<file path="config.mk">
export PLATFORM = sky130hd
export DESIGN_NAME = port_muldiv
export DESIGN_NICKNAME = d
export VERILOG_FILES = /design/src/rtl/port_muldiv.sv
export SDC_FILE = /design/constraint.sdc
export NUM_CORES = 1
export LEC_CHECK = 0
export ABC_AREA = 1
export ABC_CLOCK_PERIOD_IN_PS = 2200
export CELL_PAD_IN_SITES_DETAIL_PLACEMENT = 1
export CELL_PAD_IN_SITES_GLOBAL_PLACEMENT = 1
export CORE_ASPECT_RATIO = 1.5
export CORE_UTILIZATION = 37
export CTS_CLUSTER_DIAMETER = 120
export DETAILED_ROUTE_END_ITERATION = 12
export GPL_ROUTABILITY_DRIVEN = 0
export PLACE_DENSITY = 0.73
export SYNTH_ARGS = -nofsm -noshare
export SYNTH_HDL_FRONTEND = slang
export SYNTH_SLANG_ARGS = --single-unit
export TNS_END_PERCENT = 5
</file>
<file path="constraint.sdc">
create_clock -name clk -period 2.2 [get_ports clk]
set_input_delay 0.44 -clock clk [delete_from_list [all_inputs] [get_ports clk]]
set_output_delay 0.44 -clock clk [all_outputs]
set_load 0.005 [all_outputs]
</file>
<file path="src/rtl/port_muldiv.sv">
// Port-mapped arithmetic coprocessor: sequential unsigned MUL/DIV, single-cycle ADD.
// Operands and command arrive on CPU output ports; results and status return on input ports.
module port_muldiv #(
  parameter int WIDTH = 8
) (
  input  logic             clk,
  input  logic             reset,
  input  logic [WIDTH-1:0] op_a,
  input  logic [WIDTH-1:0] op_b,
  input  logic [WIDTH-1:0] cmd,
  output logic [WIDTH-1:0] res_lo,
  output logic [WIDTH-1:0] res_hi,
  output logic [2:0]       status
);
  localparam int CW = $clog2(WIDTH + 1);
  localparam logic [1:0] OP_MUL = 2'b00, OP_DIV = 2'b01, OP_ADD = 2'b10;

  typedef enum logic [1:0] {IDLE, RUN, DONE} state_t;
  state_t state, state_nx;

  logic             go_q, err, done, start, last;
  logic [1:0]       op_q;
  logic [WIDTH-1:0] a_q, b_q;
  logic [CW-1:0]    cnt;
  logic [2*WIDTH-1:0] acc;

  // Only go and op are decoded from the command byte.
  logic cmd_unused;
  assign cmd_unused = ^cmd[WIDTH-2:2];

  assign start  = cmd[WIDTH-1] & ~go_q & (state != RUN);
  assign last   = (state == RUN) && (cnt == CW'(1));
  assign status = {err, done, state == RUN};

  always_comb begin
    state_nx = state;
    case (state)
      IDLE, DONE: if (start) state_nx = RUN;
      RUN:        if (cnt == CW'(1)) state_nx = DONE;
      default:    state_nx = IDLE;
    endcase
  end

  // MUL: acc = {partial sum, remaining multiplier bits}, shifted right each step.
  logic [WIDTH:0]     mul_sum;
  logic [2*WIDTH-1:0] mul_nx;
  assign mul_sum = {1'b0, acc[2*WIDTH-1:WIDTH]} + {1'b0, (acc[0] ? a_q : {WIDTH{1'b0}})};
  assign mul_nx  = {mul_sum, acc[WIDTH-1:1]};

  // DIV: acc = {remainder, dividend bits / quotient bits}, shifted left each step.
  logic [WIDTH:0]     div_t, div_sub;
  logic               div_ge;
  logic [WIDTH-1:0]   div_r;
  logic [2*WIDTH-1:0] div_nx;
  assign div_t   = {acc[2*WIDTH-1:WIDTH], acc[WIDTH-1]};
  assign div_sub = div_t - {1'b0, b_q};
  assign div_ge  = div_t >= {1'b0, b_q};
  assign div_r   = div_ge ? div_sub[WIDTH-1:0] : div_t[WIDTH-1:0];
  assign div_nx  = {div_r, acc[WIDTH-2:0], div_ge};

  logic [WIDTH:0]   add_s;
  logic [WIDTH-1:0] fin_lo, fin_hi;
  logic             fin_err;
  assign add_s = {1'b0, a_q} + {1'b0, b_q};

  always_comb begin
    fin_err = 1'b0;
    fin_lo  = '0;
    fin_hi  = '0;
    case (op_q)
      OP_MUL: {fin_hi, fin_lo} = mul_nx;
      OP_DIV:
        if (b_q == '0) begin
          fin_err = 1'b1;
          fin_lo  = '1;
          fin_hi  = a_q;
        end else {fin_hi, fin_lo} = div_nx;
      OP_ADD: begin
        fin_lo = add_s[WIDTH-1:0];
        fin_hi = {{(WIDTH-1){1'b0}}, add_s[WIDTH]};
      end
      default: fin_err = 1'b1;
    endcase
  end

  always_ff @(posedge clk or negedge reset) begin
    if (!reset) begin
      state  <= IDLE;
      go_q   <= 1'b0;
      err    <= 1'b0;
      done   <= 1'b0;
      op_q   <= '0;
      a_q    <= '0;
      b_q    <= '0;
      cnt    <= '0;
      acc    <= '0;
      res_lo <= '0;
      res_hi <= '0;
    end else begin
      state <= state_nx;
      go_q  <= cmd[WIDTH-1];
      if (start) begin
        a_q  <= op_a;
        b_q  <= op_b;
        op_q <= cmd[1:0];
        err  <= 1'b0;
        done <= 1'b0;
        cnt  <= (cmd[1:0] == OP_MUL || (cmd[1:0] == OP_DIV && op_b != '0)) ? CW'(WIDTH) : CW'(1);
        acc  <= (cmd[1:0] == OP_MUL) ? {{WIDTH{1'b0}}, op_b} : {{WIDTH{1'b0}}, op_a};
      end else if (state == RUN) begin
        cnt <= cnt - CW'(1);
        acc <= (op_q == OP_MUL) ? mul_nx : div_nx;
        if (last) begin
          res_lo <= fin_lo;
          res_hi <= fin_hi;
          err    <= fin_err;
          done   <= 1'b1;
        end
      end
    end
  end
endmodule

</file>
======== Word level (Yosys, flattened, before mapping) ========
Cells that the tools add are included.
word-level totals
  register bits after elaboration ......... 59
  input bits .............................. 26
  output and inout port bits .............. 19
  logic and storage cells ................. 68
operators by class
  add/sub/neg operators ................... 4
  magnitude comparators ................... 1
  equality and inequality tests ........... 9
  muxes and demuxes ....................... 24
  bitwise gates (word level) .............. 4
  reductions and logical operators ........ 15
operators with widths
  operator                                          number
  two-way mux 16 bit                                3
  one-hot mux 8 bit (3 select lines)                2
  two-way mux 8 bit                                 5
  adder 8 x 8 -> 9 bit                              2
  two-way mux 4 bit                                 3
  greater-or-equal comparator 9 x 8 -> 1 bit        1
  zero test 8 bit                                   1
  nonzero test 8 bit                                1
  subtractor 8 bit                                  1
  two-way mux 1 bit                                 7
  == test 2 x 1 -> 1 bit, second input constant     3
  zero test 2 bit                                   3
  == test 2 bit, second input constant              2
  == test 4 x 1 -> 1 bit, second input constant     1
  two-way mux 2 bit                                 2
  != test 2 x 1 -> 1 bit, second input constant     2
  one-hot mux 2 bit (2 select lines)                1
  AND reduction 2 bit                               2
  nonzero test 2 bit                                2
  OR reduction 2 bit                                2
  subtractor 4 x 1 -> 4 bit, second input constant  1
  AND reduction 3 bit                               1
  bitwise AND 1 bit                                 2
  logical AND 1 bit                                 2
  other kinds (4)                                   5

======== Logic depth before layout (Yosys ltp) ========
Gate-level depths: netlist of run 1.
  word-level depth ........................ 6
  depth in mapped cells ................... 17

======== Worst setup path after synthesis of run 1 ========
No wires, ideal clock.
  path kind ............................... register to register
  start ................................... register acc[0]
  end ..................................... register res_hi[5]
  setup time .............................. 0.118 ns
  arrival ................................. 1.959 ns
  path slack .............................. 0.123 ns
  cell stages (with the launch flop) ...... 15
  path buffers ............................ 1
  clock period less this slack ............ 2.077 ns
  cell sequence ........................... dfrtp_1 > clkbuf_1 > nand2_1 > inv_1 > ha_1 > inv_1 > fa_1 > inv_1 > nand4_1 > o211ai_1 > a21oi_1 > o21ai_0 > nand2_1 > a21oi_1 > nor2_1
between the ends
  word-level cells in the longest chain between the ends .. 3
RTL lines
  element                             RTL line  text
  from (decl)                         25        logic [2*WIDTH-1:0] acc;
  from (signal assigned)              109       acc <= (cmd[1:0] == OP_MUL) ? {{WIDTH{1'b0}}, op_b} : {{WIDTH{1'b0}}, op_a};
  from (signal assigned)              112       acc <= (op_q == OP_MUL) ? mul_nx : div_nx;
  two-way mux 8 bit                   47        assign mul_sum = {1'b0, acc[2*WIDTH-1:WIDTH]} + {1'b0, (acc[0] ? a_q : {WIDTH{1'b0}})};
  adder 8 x 8 -> 9 bit                47
  one-hot mux 8 bit (3 select lines)  70        case (op_q)
  to (signal assigned)                115       res_hi <= fin_hi;
  to (decl)                           12        output logic [WIDTH-1:0] res_hi,
No other way between the ends.
A chain may end at the register's enable or synchronous reset.

======== Final worst setup path of run 1 ========
  start ................................... register b_q[0]
  end ..................................... register res_lo[6]
between the ends
  word-level cells in the longest chain between the ends .. 3
RTL lines
  element                                                                       RTL line  text
  from (decl)                                                                   23        logic [WIDTH-1:0] a_q, b_q;
  from (signal assigned)                                                        104       b_q <= op_b;
  parallel branches: the longest is 2 deep, another holds adder 8 x 8 -> 9 bit  --
  one-hot mux 8 bit (3 select lines) (*)                                        70
  to (signal assigned)                                                          114       res_lo <= fin_lo;
  to (decl)                                                                     11        output logic [WIDTH-1:0] res_lo,
Mark *: on every way between the ends.

==> results of run 1 <==
[per-stage QoR]
step | TNS [ns] | cells | power (W)
2_1_floorplan | 0 | 616 | 0.00590
3_3_place_gp | -0.0568 | 819 | 0.00791
3_5_place_dp | -0.0672 | 819 | 0.00811
4_1_cts | -0.0160 | 835 | 0.00970
5_1_grt | -0.163 | 845 | 0.0113
6_report | 0 | 845 | 0.0104
[repair_timing]
| item | in CTS | in global routing |
|---|---|---|
| hold buffers | 0 | 0 |
| cloned | 0 | 1 |
| setup buffers | 0 | 9 |
| pin swaps | 0 | 11 |
| gates resized for setup | 3 | 44 |
| endpoints found under the setup margin | 3 | 19 |
[routing by layer]
metal  track usage (%)  routed length, microns
met5                 0                       0
met4              17.0                     843
met3              2.48                     265
met2              48.3                    8160
met1              29.9                    5590
[where the power goes]
| part | switching, W | internal [W] |
|---|---|---|
| sequential | 0.000499 | 0.00160 |
| combinational | 0.00402 | 0.00285 |
| clock | 0.000565 | 0.000881 |
| total | 0.00509 | 0.00533 |
[worst max-delay path by stage]
stage	startpoint	end	slack [ns]	cells past startpoint
floorplan	acc[0]	res_hi[5]	0.12	14
global placement	a_q[0]	res_lo[4]	-0.06	13
detailed placement	a_q[0]	res_lo[4]	-0.07	13
CTS	b_q[6]	res_hi[2]	-0.02	12
global route	b_q[0]	res_lo[6]	-0.08	14
finish	b_q[0]	res_lo[6]	0.03	14
[critical path: cells and delay by family (launching register included)]
family,cells,cell delay (ns)
simple gates,9,0.90
fa+ha+maj,2,0.54
flops,1,0.42
buf+inv,2,0.13
compound gates,1,0.07
[layout make-up]
type	count	area [sq um]	area share, %
multi-input cells	451	2540	45.5
flip-flops and latches	59	1480	26.5
repair buffers	85	743	13.3
inverters	87	330	5.92
clock buffers	9	225	4.04
well taps	147	184	3.30
clock inverters	7	76.3	1.37
[flip-flops by register name (all words and copies together), names as in the netlist]
| signal | cells |
|---|---|
| acc | 16 |
| a_q | 8 |
| b_q | 8 |
| res_hi | 8 |
| res_lo | 8 |
| cnt | 4 |
| op_q | 2 |
| state | 2 |
| done | 1 |
| err | 1 |
| go_q | 1 |
[synth_stat cells (2+ instances only)]
cell / count
a21boi_0: 2
a21oi_1: 32
buf_2: 7
buf_4: 3
buf_6: 2
clkbuf_1: 8
dfrtp_1: 59
fa_1: 3
ha_1: 26
inv_1: 84
inv_2: 2
nand2_1: 182
nand3_1: 40
nand3b_1: 3
nand4_1: 7
nor2_1: 49
nor2_2: 4
nor3_1: 4
o211ai_1: 3
o21ai_0: 53
o21ai_1: 10
o221ai_1: 6
or2_2: 3
xnor2_1: 2
xor2_1: 6
[cell families after synthesis]
group | count (synthesis) | synth area share (%)
adder cells (fa/ha/maj) | 29 | 9.05
AO/OA/AOI/OAI | 112 | 14.4
XOR/XNOR | 8 | 1.64
AND/OR/NAND/NOR | 301 | 30.0
flip-flops | 59 | 34.7
buffers and inverters | 107 | 10.2
==> qor.yml, run 1 <==
final_layout:
  final_nets: 748
  final_cell_mix: "177 x nand2_1, 78 x inv_1, 56 x dfrtp_1"
  post-route-util_pct: 50.2
  layout_commonest_cell: "nand2_1"
  areaGrowthSynthToFinish_pct: 30.9
  fill_cells: 1416
  diodes: 0
  final_cell_area_sq_um: 5580
  drive_gt1_share_pct: 16.3
timing:
  worst_pin_slew_ns: 0.723
  finalSetupViolations: 0
  min_period_ns: 2.17
  finClkSkew_ns: 0.00485
  fin_worst_hold_slack_ns: 0.146
  final_hold_viol_count: 0
  setup_slack_ns: 0.0288
  fmax_mhz: 461
  rsz0062_at_grt: "true"
  slew_violations: 0
  fin_crit_sh_pct: 98.7
  slew_headroom_pct: 51.8
synth:
  synth-seq-cells: 59
  avgSynthCellArea_sq_um: 6.92
  synth-edff-count: 0
  synth.distinct_cells: 41
  ys.flop_type: "dfrtp_1"
  syn_inst: 616
  synth_area_sq_um: 4260
  synth_fp_nets: 671
  synth.top_cell.area_share_pct: 34.7
  yosysWarningCount: 0
  async_reset_ff_share_pct: 100
  yosysSeqAreaShare_pct: 34.7
  yosys.area.top_type: "dfrtp_1"
  synth_area_leaders: "dfrtp_1 35%, nand2_1 16%, ha_1 7.6%"
setup_path:
  rr_startpoint: "b_q[0]"
  worst_path_largest_cell_delay_ns: 0.42
  worst_r2r_path_depth: 14
  cp_slowest_cell: "dfrtp_2"
  worstPathCellList: "ha_2 -> inv_1 -> fa_1 -> inv_1 -> nand3_1 -> nand2_1 -> nand2_1 -> nand2_1 -> a21oi_1 -> or2_2 -> nand3_1 -> nand2_1 -> nand2_1 -> nand2_1"
  worstPathRequired_ns: 2.43
  arrival_ns: 2.41
  start_kind: "flip-flop"
  r2r_slack_ns: 0.03
  crit_fanout: 3
  worstSetupEndpointType: "flip-flop"
  cp_common_cell: "nand2_1"
  critPathKind: "reg2reg"
  r2r_end: "res_lo[6]"
drt:
  drc: 0
  vias: 4436
  drt_pass1_iterations: 4
  post_drt_via_cell_ratio: 5.25
  routedWlPerCell_microns: 17.6
  drtIter0Drc: 208
  ant_nets: 0
  wirelength_microns: 14900
clock_tree:
  cts_buffers: 9
  clock-root-buffer: "clkbuf_16"
  h-tree-depth: 3
  cts_sinks: 59
  clockBufferDepth: 2
  cts_tree: "yes"
  clkTransAtPathRegs_ns: 0.06
  clock_latency_ns: 0.34
global_route:
  grt_pass1_wl_microns: 24000
  antenna_found_initial: 0
  grt_max_degree: 33
  grtUsageTotal_pct: 27.1
  grt_overflow: 0
  grt_pass1_vias: 4782
place:
  portBuffers: 39
  hpwlAfterDp_microns: 11400
  place_ws_ns: -0.0672
  place_area_sq_um: 5010
worst_hold_path:
  min_path_type: "in2async"
floorplan:
  die_h_microns: 133
  die_w_microns: 89.6
  io_pins: 45
  coreArea_sq_um: 11100
  die_area_sq_um: 12000
  row_count: 47
  initial_utilization_pct: 38.3
flow_run:
  cap_violations: 0
status:
  status: "finished, final reports clean"
power:
  p_per_area_nw_per_um2: 1870
  vdd_drop_max_v: 0.000684
  p_leak_nw: 2.83
Note: power is estimated with default switching activity, not from simulation.
==> inputs of run 2 (changes only) <==
- CORE_UTILIZATION: 37 -> 39
- DONT_BUFFER_PORTS: not set -> 1
- PLACE_DENSITY: 0.73 -> 0.69
==> qor.yml, run 2 (same netlist as run 1, synthesis figures left out) <==
setup_path:
  rr_startpoint: "acc[7]"
  crit_start: "acc[7]"
  r2r_end: "res_hi[4]"
  worstPathRequired_ns: 2.44
  crit_fanout: 2
  start_kind: "flip-flop"
  worstSetupEndpointType: "flip-flop"
  r2r_slack_ns: 0.05
  critPathKind: "reg2reg"
  worst_r2r_path_depth: 15
  cp-endpoint: "res_hi[4]"
  arrival_ns: 2.39
timing:
  finalSetupViolations: 0
  finClkSkew_ns: 0.00682
  fmax_mhz: 464
  fin_crit_sh_pct: 97.9
  slew_headroom_pct: 58.8
  final_hold_viol_count: 0
  rsz0062_at_grt: "true"
  slew_violations: 0
  min_period_ns: 2.15
  worst_pin_slew_ns: 0.612
floorplan:
  initial_utilization_pct: 40.2
  coreArea_sq_um: 10600
  die_h_microns: 130
  io_pins: 45
  row_count: 46
  die_area_sq_um: 11400
  die_w_microns: 87.3
final_layout:
  areaGrowthSynthToFinish_pct: 19.7
  fill_cells: 1413
  drive_gt1_share_pct: 14.9
  final_nets: 702
  final_cell_mix: "181 x nand2_1, 78 x inv_1, 58 x dfrtp_1"
  fin_cells: 796
  diodes: 0
  largest_reg_flops: 16
  regMostFlops: "acc"
  layout_commonest_cell: "nand2_1"
drt:
  drtIter0Drc: 158
  drt_pass1_iterations: 4
  vias: 4200
  ant_nets: 0
  post_drt_via_cell_ratio: 5.28
  routedWlPerCell_microns: 18.6
  wirelength_microns: 14800
  drc: 0
global_route:
  grt_overflow: 0
  grtUsageTotal_pct: 28.1
  grt_pass1_wl_microns: 23300
  grt_max_degree: 60
  antenna_found_initial: 0
  grt_pass1_vias: 4505
power:
  p_leak_nw: 2.66
  p_per_area_nw_per_um2: 1940
  finalPower_w: 0.00988
  vdd_drop_max_v: 0.000749
flow_run:
  cap_violations: 0
clock_tree:
  h-tree-depth: 3
  clock-root-buffer: "clkbuf_16"
  clkTransAtPathRegs_ns: 0.06
  clock_latency_ns: 0.35
  cts_sinks: 59
  cts_tree: "yes"
  clockBufferDepth: 2
  cts_buffers: 9
status:
  status: "finished, final reports clean"
worst_hold_path:
  min_path_type: "in2reg"
place:
  hpwlAfterDp_microns: 11300
  dp_cells: 772
  portBuffers: 0
## run 2: cell count changes in the layout (fill, tap and decap cells not counted), moves of 2 or more
cell and change:
o21ai_0 +3, dfrtp_2 -2, dfrtp_1 +2, ha_4 -4, buf_4 -8, clkdlybuf4s50_1 -38, ha_1 +3, nand2_2 -4
nand2_1 +4, o21ai_1 -4, clkinvlp_4 -3
## run 2: repair_timing
action,4_1_cts,5_1_grt
hold buffers,2,0
endpoints found under the hold margin,59,0
resized for setup,7,27
cloned,0,1
setup buffers,0,5
endpoints found under the setup margin,6,18
pin swaps,0,11
## run 2: report_power, final
group	switching, W	total (W)	leakage [nW]	internal (W)
Clock	0.000565	0.00156	0.160	0.000998
Sequential	0.000517	0.00211	0.744	0.00160
Combinational	0.00388	0.00620	1.76	0.00232
Total	0.00496	0.00988	2.66	0.00492
## run 2: routing by layer
layer	GRT usage [%]	wire, microns	up-vias	part of all wire (%)
met5	0	0	-	0
met4	16.3	817	0	5.5
met3	5.00	344	42	2.3
met2	51.8	8070	68	55
met1	29.5	5550	2044	38
li1	-	-	2046	-
## run 2: layout make-up
cell class	instances	area, sq um	area share, %
sequential	59	1480	29.0
tap	144	180	3.53
clock buffer	9	225	4.42
multi-input combinational	451	2480	48.5
timing repair buffer	39	315	6.18
clock inverter	7	100	1.96
inverter	87	327	6.40
## run 2: per-stage QoR
stage,TNS [ns],util (%),setup WS [ns],hold slack (ns),area (sq um)
final,0,48.2,0.0462,0.119,5100
after global routing,-0.522,48.2,-0.0963,0.109,5100
after CTS,-0.0281,46.9,-0.0181,0.110,4960
after detailed placement,-0.285,43.2,-0.0939,0.147,4570
after global placement,-0.0000790,43.2,-0.0000790,0.147,4570
after floorplan,0,-,0.123,0.144,4260
## run 2: worst min path at each step
stage / to / depth (start not counted) / slack (ns) / from
floorplan: a_q[0] / 0 / 0.14 / reset
CTS: go_q / 0 / 0.11 / cmd[7]
detailed placement: b_q[7] / 0 / 0.15 / reset
global placement: b_q[7] / 0 / 0.15 / reset
global route: go_q / 0 / 0.11 / cmd[7]
finish: go_q / 0 / 0.12 / cmd[7]
## run 2: critical path: stages, from the launching register on
cell	delay (ns)
dfrtp_1	0.39
inv_2	0.07
ha_1	0.14
inv_1	0.07
fa_2	0.39
inv_1	0.07
nor2_1	0.05
nor2_1	0.12
xor2_1	0.22
inv_1	0.08
nand2_2	0.08
nand3_1	0.07
nand2_1	0.10
o21ai_2	0.07
nand2_1	0.07
nand2_1	0.05
